===== config.mk =====
export PLATFORM = sky130hd
export DESIGN_NAME = conv_window_ctrl
export DESIGN_NICKNAME = d
export VERILOG_FILES = /design/src/rtl/conv_window_ctrl.sv
export SDC_FILE = /design/constraint.sdc
export NUM_CORES = 1
export LEC_CHECK = 0
export CORE_ASPECT_RATIO = 0.9
export CORE_MARGIN = 2
export CORE_UTILIZATION = 43
export DETAILED_ROUTE_END_ITERATION = 10
export MAX_ROUTING_LAYER = met4
export PLACE_DENSITY_LB_ADDON = 0.25
export SYNTH_ARGS = -nofsm -noshare
export SYNTH_HDL_FRONTEND = slang
export SYNTH_SLANG_ARGS = --single-unit

===== constraint.sdc =====
create_clock -name clk -period 3.4 [get_ports clk]
set_input_delay 0.68 -clock clk [delete_from_list [all_inputs] [get_ports clk]]
set_output_delay 0.68 -clock clk [all_outputs]
set_load 0.01 [all_outputs]

===== src/rtl/conv_window_ctrl.sv =====
// conv_window_ctrl: walks a 3x3 window over a row-major pixel memory, feeds the
// 3x3 convolution ALU and streams each result to an output memory.
module conv_window_ctrl #(
   parameter int IMG_W   = 8,
   parameter int IMG_H   = 8,
   parameter int ADDR_W  = 16,
   parameter int RD_BASE = 0,
   parameter int WR_BASE = 0
) (
   input  logic              clk,
   input  logic              rst,
   input  logic              start,
   input  logic [71:0]       filter_in,
   output logic              rd_en,
   output logic [ADDR_W-1:0] rd_addr,
   input  logic [7:0]        rd_data,
   output logic [71:0]       filter_out,
   output logic [23:0]       line1,
   output logic [23:0]       line2,
   output logic [23:0]       line3,
   output logic              alu_en,
   input  logic [19:0]       alu_result,
   output logic              wr_en,
   output logic [ADDR_W-1:0] wr_addr,
   output logic [19:0]       wr_data,
   input  logic              wr_ready,
   output logic              busy,
   output logic              done
);

   typedef enum logic [2:0] {
      S_IDLE,
      S_FETCH,
      S_WAIT,
      S_COMPUTE,
      S_CAPTURE,
      S_WRITE,
      S_DONE
   } state_t;

   localparam logic [ADDR_W-1:0] C_LAST    = ADDR_W'(IMG_W - 3);
   localparam logic [ADDR_W-1:0] R_LAST    = ADDR_W'(IMG_H - 3);
   localparam logic [ADDR_W-1:0] IMG_W_A   = ADDR_W'(IMG_W);
   localparam logic [ADDR_W-1:0] RD_BASE_A = ADDR_W'(RD_BASE);
   localparam logic [ADDR_W-1:0] WR_BASE_A = ADDR_W'(WR_BASE);

   state_t            state_q, state_d;
   logic [3:0]        k_q, k_d;
   logic [1:0]        kr_q, kr_d;
   logic [1:0]        kc_q, kc_d;
   logic [ADDR_W-1:0] r_q, r_d;
   logic [ADDR_W-1:0] c_q, c_d;
   logic [ADDR_W-1:0] idx_q, idx_d;
   logic [71:0]       filt_q, filt_d;
   logic [ADDR_W-1:0] wr_addr_q, wr_addr_d;
   logic [19:0]       wr_data_q, wr_data_d;
   logic              pend_vld_q;
   logic [3:0]        pend_slot_q;
   logic [7:0]        win_q [9];
   logic [ADDR_W-1:0] fetch_addr;

   // kr/kc are the row/column offsets of fetch step k inside the window
   assign fetch_addr = RD_BASE_A + (r_q + ADDR_W'(kr_q)) * IMG_W_A + c_q + ADDR_W'(kc_q);

   assign filter_out = filt_q;
   assign wr_addr    = wr_addr_q;
   assign wr_data    = wr_data_q;
   assign line1      = {win_q[2], win_q[1], win_q[0]};
   assign line2      = {win_q[5], win_q[4], win_q[3]};
   assign line3      = {win_q[8], win_q[7], win_q[6]};

   always_ff @(posedge clk or negedge rst) begin
      if (!rst) begin
         state_q     <= S_IDLE;
         k_q         <= '0;
         kr_q        <= '0;
         kc_q        <= '0;
         r_q         <= '0;
         c_q         <= '0;
         idx_q       <= '0;
         filt_q      <= '0;
         wr_addr_q   <= '0;
         wr_data_q   <= '0;
         pend_vld_q  <= 1'b0;
         pend_slot_q <= '0;
         for (int i = 0; i < 9; i++) win_q[i] <= '0;
      end else begin
         state_q     <= state_d;
         k_q         <= k_d;
         kr_q        <= kr_d;
         kc_q        <= kc_d;
         r_q         <= r_d;
         c_q         <= c_d;
         idx_q       <= idx_d;
         filt_q      <= filt_d;
         wr_addr_q   <= wr_addr_d;
         wr_data_q   <= wr_data_d;
         // read data arrives one cycle after the strobe, so the slot trails k by one
         pend_vld_q  <= (state_q == S_FETCH);
         pend_slot_q <= k_q;
         if (pend_vld_q) win_q[pend_slot_q] <= rd_data;
      end
   end

   always_comb begin
      state_d   = state_q;
      k_d       = k_q;
      kr_d      = kr_q;
      kc_d      = kc_q;
      r_d       = r_q;
      c_d       = c_q;
      idx_d     = idx_q;
      filt_d    = filt_q;
      wr_addr_d = wr_addr_q;
      wr_data_d = wr_data_q;
      rd_en     = 1'b0;
      rd_addr   = '0;
      alu_en    = 1'b0;
      wr_en     = 1'b0;
      busy      = 1'b0;
      done      = 1'b0;

      case (state_q)
         S_IDLE: begin
            if (start) begin
               filt_d  = filter_in;
               r_d     = '0;
               c_d     = '0;
               idx_d   = '0;
               k_d     = '0;
               kr_d    = '0;
               kc_d    = '0;
               state_d = S_FETCH;
            end
         end
         S_FETCH: begin
            busy    = 1'b1;
            rd_en   = 1'b1;
            rd_addr = fetch_addr;
            if (k_q == 4'd8) begin
               k_d     = '0;
               kr_d    = '0;
               kc_d    = '0;
               state_d = S_WAIT;
            end else begin
               k_d = k_q + 4'd1;
               if (kc_q == 2'd2) begin
                  kc_d = '0;
                  kr_d = kr_q + 2'd1;
               end else begin
                  kc_d = kc_q + 2'd1;
               end
            end
         end
         S_WAIT: begin
            busy    = 1'b1;
            state_d = S_COMPUTE;
         end
         S_COMPUTE: begin
            busy    = 1'b1;
            alu_en  = 1'b1;
            state_d = S_CAPTURE;
         end
         S_CAPTURE: begin
            // the ALU result is only valid the cycle after its enable
            busy      = 1'b1;
            wr_data_d = alu_result;
            wr_addr_d = WR_BASE_A + idx_q;
            state_d   = S_WRITE;
         end
         S_WRITE: begin
            busy  = 1'b1;
            wr_en = 1'b1;
            if (wr_ready) begin
               idx_d = idx_q + ADDR_W'(1);
               if (c_q < C_LAST) begin
                  c_d     = c_q + ADDR_W'(1);
                  state_d = S_FETCH;
               end else if (r_q < R_LAST) begin
                  c_d     = '0;
                  r_d     = r_q + ADDR_W'(1);
                  state_d = S_FETCH;
               end else begin
                  state_d = S_DONE;
               end
            end
         end
         S_DONE: begin
            done    = 1'b1;
            state_d = S_IDLE;
         end
         default: begin
            state_d = S_IDLE;
         end
      endcase
   end

endmodule


==> impl_summary.md, run 1 <==
Power
Of the total power, the share spent switching nets is 32.0%. The static leakage is 7.31 nW. Internal power comes to 0.00854 W. In this run the power density over the cells is 803 mW/mm^2. The worst-case IR drop observed on VDD is 0.476 mV. The clock network burns about a quarter of the power. The reported net switching power is 0.00402 W. The combinational power share is 39.5%. In this run, flip-flops and latches consume 36.3% of the power.

Routing
The detailed router finished its first iteration with 436 violations. The final wirelength is 28.4 mm. In the routed layout, each cell is associated on average with a via count of roughly 5.0. Dividing the detail-routed wire length by the instance count gives 16.8 um.

The final route contains 8433 vias. The total iterations of the first detailed-routing run is 4. The final antenna-violating net count is 0. For this run, design rule violations remaining after detail routing come to 0.

Place
The number of buffer cells added on primary ports is just over 300. The detailed placer's ending HPWL is 20.0 mm. The pre-CTS setup slack is -0.533 ns. At the end of routability-driven placement, the weighted congestion stood at between 0.8 and 0.9. Once placement finished, the instance area stood at ~0.014 mm^2.

Cells and area
The post-layout net count is 1470. The filler cell count in the final layout is 1936. The ratio of cells with drive above 1 in the final layout is 20.7%. The area growth from synthesis to layout is 45.9%.

Measured on the finished design, the core utilization comes to 64.2%. In the layout the commonest cells are clkdlybuf4s50_1 (291), nand2_1 (253), dfrtp_1 (244). The number of antenna diodes in the final layout is 0. The library cell used most frequently in the layout, excluding fill and tap cells, is clkdlybuf4s50_1. The cell area after layout is 0.0156 mm^2.

Logic synthesis
After synthesis, the share of flip-flops with an asynchronous set or reset is 100%. Sorting the synthesized cells by area gives the leading types as dfrtp_1 (57%), mux2_2 (11%), nand2_1 (8.9%), ha_1 (2.7%), nor2_1 (1.9%). Counting distinct cell types in the post-synthesis netlist gives 59.

The number of enable flip-flop cells after synthesis is 0. During synthesis, Yosys emitted a total of 0 warnings. Synthesis produced 984 cells.

The main flop type after synthesis is dfrtp_1. dfrtp_1 takes more of the synthesized area than any other cell. The cell area that synthesis handed to floorplanning was 0.0107 mm^2. In this run the mean area of a mapped cell was between 10 and 15 um^2. The share of synthesized area in the top cell type comes to 56.9%. The number of flip-flops and latches in the synthesized netlist is between 200 and 250.

When the netlist entered floorplanning its net count stood at 1113. Sequential elements use 56.9% of the synthesized area.

Floorplanning
The region available for standard cell placement spans 0.0244 mm^2. The starting density of the core is 44.0%. The height of the chip is about 150 um. The die covers 0.0262 mm^2. The initialized floorplan defines 54 standard-cell rows. The total I/O pin count is about 310. The horizontal die dimension is 170 um.

Timing
Setup violations remaining at the end of the flow were counted as 11. The highest achievable clock rate is about 250 MHz. The worst-case headroom to the max-slew limit is 41.2%. The number of hold violations in the final report was 0. In the finished design, the share of the clock period the worst path needs comes to 117%.

The final period demand of the worst path is 3.97 ns. Setup repair after global routing could not meet its margin everywhere. The total negative slack for setup checks is -4.56 ns. The final worst clock skew is between 0.008 and 0.009 ns. The total count of max-transition violations in the final report is 0.

The actual slew at the worst max-slew pin is slightly below 0.9 ns. Setup slack on the critical path of the routed design comes to -0.567 ns.

Global routing
The wire length of the first global-routing pass is 44.8 mm. The maximum number of pins on one net before global-route repair is 82. The number of antenna violations at the first check in global routing was 0. Summed over all layers, the global routing overflow is 0. The number of global-route vias before repair came to roughly 8500. Global routing used 22.0% of the available tracks across all layers.

Setup path
The signal on the critical path passes through ha_2 -> fa_2 -> nand2_4 -> nor2_1 -> xor2_1 -> ha_1 -> and3_4 -> and4_4 -> nand3_2 -> a31oi_4 -> nor3_1 -> nor3_2 -> buf_2. Along the worst path, the maximum fanout reaches 3. Data on the critical path is required at its endpoint by 2.72 ns.

The number of cells on the critical path is 13. The cell with the largest stage delay on the worst path is fa_2. The worst setup path is captured at an output pin. The largest incremental delay on the critical path is 0.44 ns. By startpoint and endpoint, the worst setup path is classified as register to output pin. The nature of the critical path startpoint is a register.

Among cell families on the critical path, the largest total delay comes from adder cells. The critical path arrival is about 3.3 ns. The logic depth of the worst register-to-register path is 11. Counting both buffers and inverters, the worst setup path holds a total of 1.

Status
The final reports fail on negative setup slack. The run finished, with violations left.

Clock network
The CTS tree is built. The count of H-tree levels built during CTS is 1. The library cell used as clock root buffer is clkbuf_16. The TritonCTS buffer count is 26.

The number of buffers on the longest clock path is 3. The clock net in this run drives a total of ~240 sinks. After clock tree synthesis, the clock-pin slew on the worst setup and hold paths is 0.06 ns.

The number of hold buffers added after cts is 0. The worst-skew pair later-pin latency is 0.52 ns.

Hold path
The path type of the worst min-delay path is primary input to asynchronous set/reset pin.

Job
The count of maximum capacitance violations is 0.
[kinds of logic (layout without fill, tap and decap cells)]
logic type      count (synthesis)  after routing  share of synthesized area [%]
simple gates                  411            411                           16.9
flops                         244            244                           56.9
compound gates                 91             91                           5.84
xor+xnor                       37             37                           3.02
buf+inv                        65            440                           2.64
mux                           111            111                           11.6
fa+ha+maj                      25             25                           3.06
[per-layer routing]
| metal | up-vias | global-route usage [%] | wire (um) |
|---|---|---|---|
| met2 | 268 | 36.1 | 13800 |
| li1 | 4039 | - | - |
| met4 | 0 | 5.90 | 754 |
| met5 | - | - | 0 |
| met1 | 4070 | 28.0 | 12200 |
| met3 | 56 | 4.53 | 1740 |
[final cells by class]
class	count	area (um^2)	share of cell area, %
Sequential cell	244	6110	39.0
Multi-Input combinational cell	675	4580	29.3
Timing Repair Buffer	370	3520	22.5
Clock buffer	36	769	4.92
Tap cell	336	420	2.69
Clock inverter	10	156	1.00
Inverter	24	90.1	0.576
[flip-flops by register name, indices dropped and copies added, names as in the netlist]
signal       flops
wr_data         20
line3           24
line2           24
idx_q           16
c_q             16
kc_q             2
r_q             16
filter_out      72
wr_addr         16
state_q          3
pend_slot_q      4
pend_vld_q       1
line1           24
k_q              4
kr_q             2
[power groups by stage]
| stage | sequential, W | combinational [W] | clock [W] |
|---|---|---|---|
| after floorplan | 0.00494 | 0.00185 | 0 |
| after global placement | 0.00455 | 0.00489 | 0 |
| after detailed placement | 0.00460 | 0.00498 | 0 |
| after CTS | 0.00456 | 0.00502 | 0.00310 |
| after global routing | 0.00470 | 0.00538 | 0.00321 |
| final | 0.00456 | 0.00497 | 0.00303 |
[synthesized netlist by cell type (all sizes together) (3+ instances only)]
cell type,number
a211oi,3
nor2,54
a21o,5
and2,17
ha,23
o211ai,4
inv,24
nand2b,5
dfrtp,244
clkbuf,20
and3,9
o21a,3
xor2,21
or2,3
nor3,16
and4,5
buf,21
mux2,109
xnor2,16
nand4,12
a31oi,7
a21oi,22
nand3,19
a41oi,4
nand2,255
nor4,6
o21ai,24
[worst paths after layout]
path	startpoint	endpoint	slack, ns
worst max register to register	r_q[0]$_DFFE_PN0P_	c_q[15]$_DFFE_PN0P_	0.81
min in group clk	k_q[3]$_DFFE_PN0P_	pend_slot_q[3]$_DFF_PN0_	0.42
worst max-delay path	r_q[0]$_DFFE_PN0P_	rd_addr[14]	-0.57
max in group asynchronous	rst	line1[7]$_DFFE_PN0P_	2.45
worst min-delay path	rst	c_q[14]$_DFFE_PN0P_	0.1
worst min register to register	k_q[3]$_DFFE_PN0P_	pend_slot_q[3]$_DFF_PN0_	0.42
[metrics by stage]
stage	power, W	hold slack (ns)	instances
6_report	0.0126	0.0998	1695
5_1_grt	0.0133	0.122	1695
4_1_cts	0.0127	0.103	1691
3_5_place_dp	0.00958	0.414	1638
3_3_place_gp	0.00944	0.406	1638
2_1_floorplan	0.00679	0.383	984
[timing repair]
action | CTS | global route
setup endpoints to repair | 12 | 11
setup buffers | 8 | 5
pin swaps | 28 | 27
resized for setup | 71 | 17
Power figures use the tool's default switching activity.
==> inputs of run 2 (changes only) <==
CORE_ASPECT_RATIO = 1.4   (was 0.9)
==> impl_summary.md, run 2 (same netlist as run 1, synthesis figures left out) <==
Floorplanning
The die is 191 um tall. The horizontal die dimension is 137 um. The total I/O pin count is slightly above 300. For this configuration, the core starts out at a cell density of 43.6%. After floorplanning, the core was sized to cover 0.0246 mm^2. The cell row count is 68. The floorplan step defined a die boundary enclosing 0.0262 mm^2.

Timing
Setup violations remaining at the end of the flow were counted as 11. In the finished design, the share of the clock period the worst path needs comes to 116%. The number of hold violations in the final report is 0.

At the pin with the least slew margin, the transition time is ~0.87 ns. The final period demand of the worst path is 3.96 ns. Setup repair after global routing could not meet its margin everywhere.

The highest achievable clock rate is 253 MHz. The worst hold margin is between 0.2 and 0.25 ns. The worst pin sits at a relative slew slack of 42.2%. Between clock sinks in the finished design, the worst skew comes to 0.0114 ns. Once routing completed, OpenROAD measured the worst setup slack at -0.560 ns.

The total count of max-transition violations in the final report is 0.

Place
Including well taps, the total number of placed cells is 1612. At the end of routability-driven placement, the weighted congestion stood at 0.865. The number of buffer cells added on primary ports is 304. The pre-CTS setup slack is -0.576 ns.

Once detailed placement completed, the half-perimeter wirelength came to between 15 and 20 mm.

Status
The run finished, with violations left. The checks that failed: negative setup slack.

Clock network
Counting along the longest clock path gives a buffer depth of 3. TritonCTS built the clock tree. The total clock sinks is 244. The number of hold buffers added after cts is 0. Counting the buffers created by CTS gives 25. The clock transition time at the flip-flop clock pins of the worst setup and hold paths is 0.06 ns. Clock latency on the worst-skew pair, taken at its later pin, is 0.52 ns. The library cell used as clock root buffer is clkbuf_16. CTS built an H-tree with a depth of 1.

Routing
The detailed router placed 8515 vias in this run. The detailed router's first-iteration violation count is 348. The total iterations of the first detailed-routing run is 6.

The final antenna-violating net count is 0. After detailed routing, the average wire length per cell comes to 16.8 um. The number of DRC violations after detailed routing is 0. The final wirelength is 28.1 mm.

The detail-routed via count per cell is 5.08.

Setup path
The number of cells on the critical path is 13. The largest incremental delay on the critical path is 0.43 ns. Among all stages on the critical path, the largest delay is contributed by dfrtp_1.

The critical path class is register to output pin. The origin of the critical flop-to-flop path is c_q[0]$_DFFE_PN0P_. Traced cell by cell, the critical path runs through buf_6 -> fa_2 -> nand2_4 -> xnor2_2 -> ha_1 -> buf_6 -> a21o_1 -> a31o_4 -> a32oi_2 -> a31oi_2 -> o21a_1 -> nor3_2 -> buf_2. The logic depth of the worst register-to-register path is 9.

The flop-to-flop setup slack is 0.89 ns. Together, buffers and inverters on the worst path number 3. The cell class contributing the biggest share of worst-path delay is compound AO/OA/AOI/OAI gates. The destination of the worst register-to-register timing path is r_q[5]$_DFFE_PN0P_. For the worst setup path, the data arrival time is 3.28 ns. The critical path's most frequent cell is buf_6. Of all nets on the critical path, the largest fanout is 3. STA classifies the critical path endpoint as an output pin. STA classifies the critical path startpoint as a register.

The critical path data required time is roughly 2.7 ns.

Power
Summing internal, switching and leakage power gives 0.0123 W. The worst-case IR drop observed on VDD is about 0.54 mV. The cell area power density is 785 mW/mm^2.

The static leakage is 7.33 nW.

Global routing
The remaining global-route overflow is 0. The overall track demand over capacity in global routing is between 20% and 30%. The maximum number of pins on one net before global-route repair is 104. The wire length of the first global-routing pass is between 40 and 50 mm. The number of global-route vias before repair is 8629. The number of antenna violations at the first check in global routing is 1.

Cells and area
In the layout the commonest cells are clkdlybuf4s50_1 (291), nand2_1 (253), dfrtp_1 (244). The post-layout net count is 1471. Excluding fillers, the count of instances in the completed layout stands at 1675.

The register with the most flip-flops in the layout has 72 of them. The library cell used most frequently in the layout, excluding fill and tap cells, is clkdlybuf4s50_1. The filler cells instantiated in the layout total 1975.

The ratio of cells with drive above 1 in the final layout is 20.9%. The final core utilization is 63.6%. From synthesis to final layout, the design area changed by 46.0%.

Job
The count of maximum capacitance violations is 0.

Hold path
The worst hold path belongs to the class primary input to asynchronous set/reset pin.
[run 2: cell types whose count changed in the layout (fill, tap and decap cells not counted), sizes merged]
cell and change:
buf +2, clkbuf -7, clkinv +5, diode +1
[run 2: worst max-delay path by stage]
stage / slack [ns] / from / to
floorplan: 0.007 / kr_q[0]$_DFFE_PN0P_ / rd_addr[15]
global placement: -0.50 / kr_q[0]$_DFFE_PN0P_ / rd_addr[15]
detailed placement: -0.58 / kr_q[0]$_DFFE_PN0P_ / rd_addr[15]
CTS: -0.55 / kr_q[0]$_DFFE_PN0P_ / rd_addr[15]
global route: -0.70 / kr_q[1]$_DFFE_PN0P_ / rd_addr[14]
finish: -0.56 / r_q[1]$_DFFE_PN0P_ / rd_addr[14]
[run 2: repair_timing]
| action | in CTS | in global routing |
|---|---|---|
| hold endpoints to repair | 0 | 0 |
| endpoints found under the setup margin | 12 | 11 |
| pin swaps | 32 | 35 |
| resized for setup | 79 | 25 |
| setup buffers | 13 | 6 |
[run 2: where the power goes]
group          total (W)  switching [W]  internal [W]  leakage (nW)
Sequential       0.00458       0.000642       0.00394          3.11
Combinational    0.00490        0.00219       0.00271          3.80
Clock            0.00281        0.00112       0.00169         0.421
Total             0.0123        0.00395       0.00834          7.33
[run 2: final cells by class]
type	count	area [um^2]	share of cell area (%)
Sequential cell	244	6110	39.0
Clock inverter	15	181	1.16
Clock buffer	29	661	4.22
Inverter	24	90.1	0.576
Timing Repair Buffer	372	3580	22.9
Tap cell	315	394	2.52
Antenna cell	1	2.50	0.0160
Multi-Input combinational cell	675	4630	29.6
[run 2: layer usage]
layer | share of wire, % | up-vias | wire [um] | GRT usage (%)
met2 | 50 | 310 | 14100 | 36.9
met5 | 0 | - | 0 | -
met4 | 2.3 | 0 | 641 | 6.15
li1 | - | 4048 | - | -
met3 | 7.7 | 45 | 2150 | 5.08
met1 | 40 | 4112 | 11200 | 26.3
[run 2: stage by stage]
step           cell area [um^2]  setup TNS (ns)
2_1_floorplan             10700               0
3_3_place_gp              14400           -2.81
3_5_place_dp              14400           -3.27
4_1_cts                   15500           -4.06
5_1_grt                   15700           -5.62
6_report                  15700           -4.48
==> inputs of run 3 (changes only) <==
--- a/config.mk
+++ b/config.mk
@@ -13,2 +13,3 @@
 export PLACE_DENSITY_LB_ADDON = 0.25
+export SLEW_MARGIN = 20
 export SYNTH_ARGS = -nofsm -noshare
--- a/constraint.sdc
+++ b/constraint.sdc
@@ -3,2 +3,2 @@
 set_output_delay 0.68 -clock clk [all_outputs]
-set_load 0.01 [all_outputs]
+set_load 0.05 [all_outputs]
==> impl_summary.md, run 3 (same netlist as run 1, synthesis figures left out) <==
Status
The flow ran to the end, but the final reports show violations. The checks that failed: negative setup slack.

Cells and area
The library cell used most frequently in the layout, excluding fill and tap cells, is clkdlybuf4s50_1. The filler cell count in the final layout is 1967. In the layout the commonest cells are clkdlybuf4s50_1 (285), nand2_1 (253), dfrtp_1 (242). For this run, the number of standard cells in the final layout without fillers is 1656. The synthesis-to-layout area growth is 46.3%. The ratio of cells with drive above 1 in the final layout is around a fifth. The number of antenna cells inserted is 0. The register with the most flip-flops in the layout has between 70 and 80 of them. The multi-input logic area is 0.00467 mm^2.

The post-layout net count is 1452. Summing all flip-flop and latch instances after layout gives 0.00611 mm^2.

Power
The internal cell power is 0.00823 W. Across the VDD grid, the largest voltage drop is 0.834 mV. The share of total power dissipated in sequential elements is about 30%. Power spread over the standard cell area amounts to 975 mW/mm^2.

Net switching is between 40% and 50% of the power. Combinational logic is responsible for 52.3% of the overall power. The reported net switching power is 0.00706 W.

In this run the static leakage power is 7.22 nW. In this run, the clock network consumes 17.6% of the power.

Routing
The final antenna-violating net count is 0. For this block, the via count after detailed routing is 8518. In the routed design, unresolved DRC markers number 0. In this run, the number of DRC markers left after iteration 0 of detailed routing was 300.

The final wirelength is between 20 and 30 mm. Using the TritonRoute via totals, the vias-per-cell ratio works out to 5.14. The total iterations of the first detailed-routing run is 4. After detailed routing, the average wire length per cell comes to 17.6 um.

Clock network
Clock latency on the worst-skew pair, taken at its later pin, is approximately 0.52 ns. CTS saw 244 sinks. The number of buffers on the longest clock path is 3. The CTS tree is built. The count of H-tree levels built during CTS is 1. The cell sitting at the root of the clock tree is a clkbuf_16.

The TritonCTS buffer count is 24. Clock-pin slew was measured on the worst setup and hold paths at 0.07 ns. For this design, the CTS-stage hold fixing added 0 buffers.

Global routing
The first global-routing pass estimated 45.4 mm of wire. The number of antenna violations at the first check in global routing is 0. The overall track demand over capacity in global routing is between 20% and 30%. The maximum number of pins on one net before global-route repair is 87. The total overflow left after global routing is 0. The number of global-route vias before repair came to ~8700.

Setup path
In this run the worst path has a maximum fanout of 3. For this design, the slowest cell found on the critical path is dfrtp_2. For the worst setup path, the data arrival time is 3.38 ns. STA classifies the critical path endpoint as an output pin. The critical path data required time is about 2.7 ns. The origin of the critical flop-to-flop path is c_q[0]$_DFFE_PN0P_. In this design, the stage delay of the slowest critical-path cell is 0.44 ns.

The logic depth of the worst register-to-register path is 8. The critical path is of the register to output pin type. The signal on the critical path passes through buf_6 -> fa_2 -> nand3_2 -> xnor2_2 -> ha_1 -> a21o_1 -> buf_6 -> a211oi_2 -> o21ai_1 -> a31oi_1 -> xor2_1 -> nor2_4 -> buf_8. STA classifies the critical path startpoint as a register. Across all register-to-register paths, the minimum setup slack is 0.80 ns.

The destination of the worst register-to-register timing path is r_q[5]$_DFFE_PN0P_. The critical path's most frequent cell is buf_6.

Floorplanning
The die covers 0.0262 mm^2. After floorplanning, the core was divided into just under 70 placement rows. The starting density of the core is 43.6%.

In this run the count of I/O pins placed on the die edge is 305. The height of the chip is 191 um. The floorplan core area is 0.0246 mm^2. The horizontal die dimension is 137 um.

Place
The congestion estimate from routability-driven global placement came to ~0.85. The post-placement cell count is 1604. The number of buffer cells added on primary ports is a little over 300.

The detailed placer's ending HPWL is about 20 mm.

Timing
Setup repair after global routing could not meet its margin everywhere. Once routing completed, OpenROAD measured the worst setup slack at -0.661 ns. The highest achievable clock rate is 246 MHz.

The final period demand of the worst path is 4.06 ns. Setup violations remaining at the end of the flow were counted as 11. The number of hold violations in the final report was 0.

The total count of max-transition violations in the final report is 0. Measured against its own limit, the worst slew margin works out to between 40% and 50%. For the pin with the worst max-slew slack, the measured transition is 0.876 ns. After layout, the worst path uses 119% of the clock period. The worst hold margin is 0.161 ns.

On the final layout, the worst clock skew is 0.00999 ns.

Job
The count of maximum capacitance violations is 0.

Hold path
The path type of the worst min-delay path is primary input to asynchronous set/reset pin.
## run 3: changes by cell type in the layout (fill, tap and decap cells not counted), moves of 5 or more
| cell | delta |
|---|---|
| nor2_1 | -9 |
| clkdlybuf4s50_1 | -6 |
| clkbuf_8 | +5 |
| buf_4 | -11 |
| buf_12 | +12 |
| clkinv_2 | -7 |
| nor2_2 | +6 |
| buf_2 | -11 |
## run 3: through the flow
step	setup WS, ns	instance area, um^2	TNS (ns)	util, %	power [W]
floorplan	-0.158	10800	-0.300	-	0.00976
global placement	-0.122	14500	-0.354	59.0	0.0124
detailed placement	-0.154	14500	-0.532	59.0	0.0126
CTS	-0.639	15600	-4.65	63.3	0.0154
global route	-0.792	15700	-6.33	63.8	0.0160
finish	-0.661	15700	-5.28	63.8	0.0153
## run 3: what timing repair did
action	4_1_cts	5_1_grt
cloned	0	0
endpoints found under the setup margin	11	12
pin swaps	24	20
resized for setup	37	22
buffers inserted	5	3
## run 3: power groups by stage
stage	Clock, W	Combinational (W)	Sequential [W]
2_1_floorplan	0	0.00201	0.00775
3_5_place_dp	0	0.00797	0.00462
3_3_place_gp	0	0.00786	0.00458
6_report	0.00270	0.00799	0.00461
5_1_grt	0.00287	0.00845	0.00473
4_1_cts	0.00276	0.00804	0.00460
## run 3: worst max path at each step
stage                             start          end  cells after the start
global route        kr_q[1]$_DFFE_PN0P_  rd_addr[11]                     13
CTS                 kr_q[0]$_DFFE_PN0P_  rd_addr[15]                     13
detailed placement  kr_q[1]$_DFFE_PN0P_  rd_addr[15]                     12
global placement    kr_q[1]$_DFFE_PN0P_  rd_addr[15]                     12
floorplan            r_q[0]$_DFFE_PN0P_  rd_addr[14]                     12
finish              kr_q[1]$_DFFE_PN0P_  rd_addr[11]                     13
## run 3: critical path: cells and delay by family, from the launching register on
kind / cells / cell delay (ns)
xor gates and xnor gates: 2 / 0.41
and+or+nand+nor: 2 / 0.16
AOI/OAI and AO/OA: 4 / 0.76
buffers and inverters: 3 / 0.40
adders and majority gates: 2 / 0.69
DFF: 1 / 0.44
## run 3: layout make-up
type | count | area share, %
Timing Repair Buffer | 354 | 23.0
Clock buffer | 37 | 4.72
Clock inverter | 7 | 0.455
Sequential cell | 244 | 38.9
Inverter | 24 | 0.574
Multi-Input combinational cell | 675 | 29.8
Tap cell | 315 | 2.51
## run 3: per-layer routing
metal | wire length (um) | part of all wire [%] | global-route usage, %
met1 | 11300 | 39 | 26.0
met2 | 14700 | 51 | 38.0
met3 | 2120 | 7.3 | 5.34
met4 | 958 | 3.3 | 7.77
met5 | 0 | 0 | -
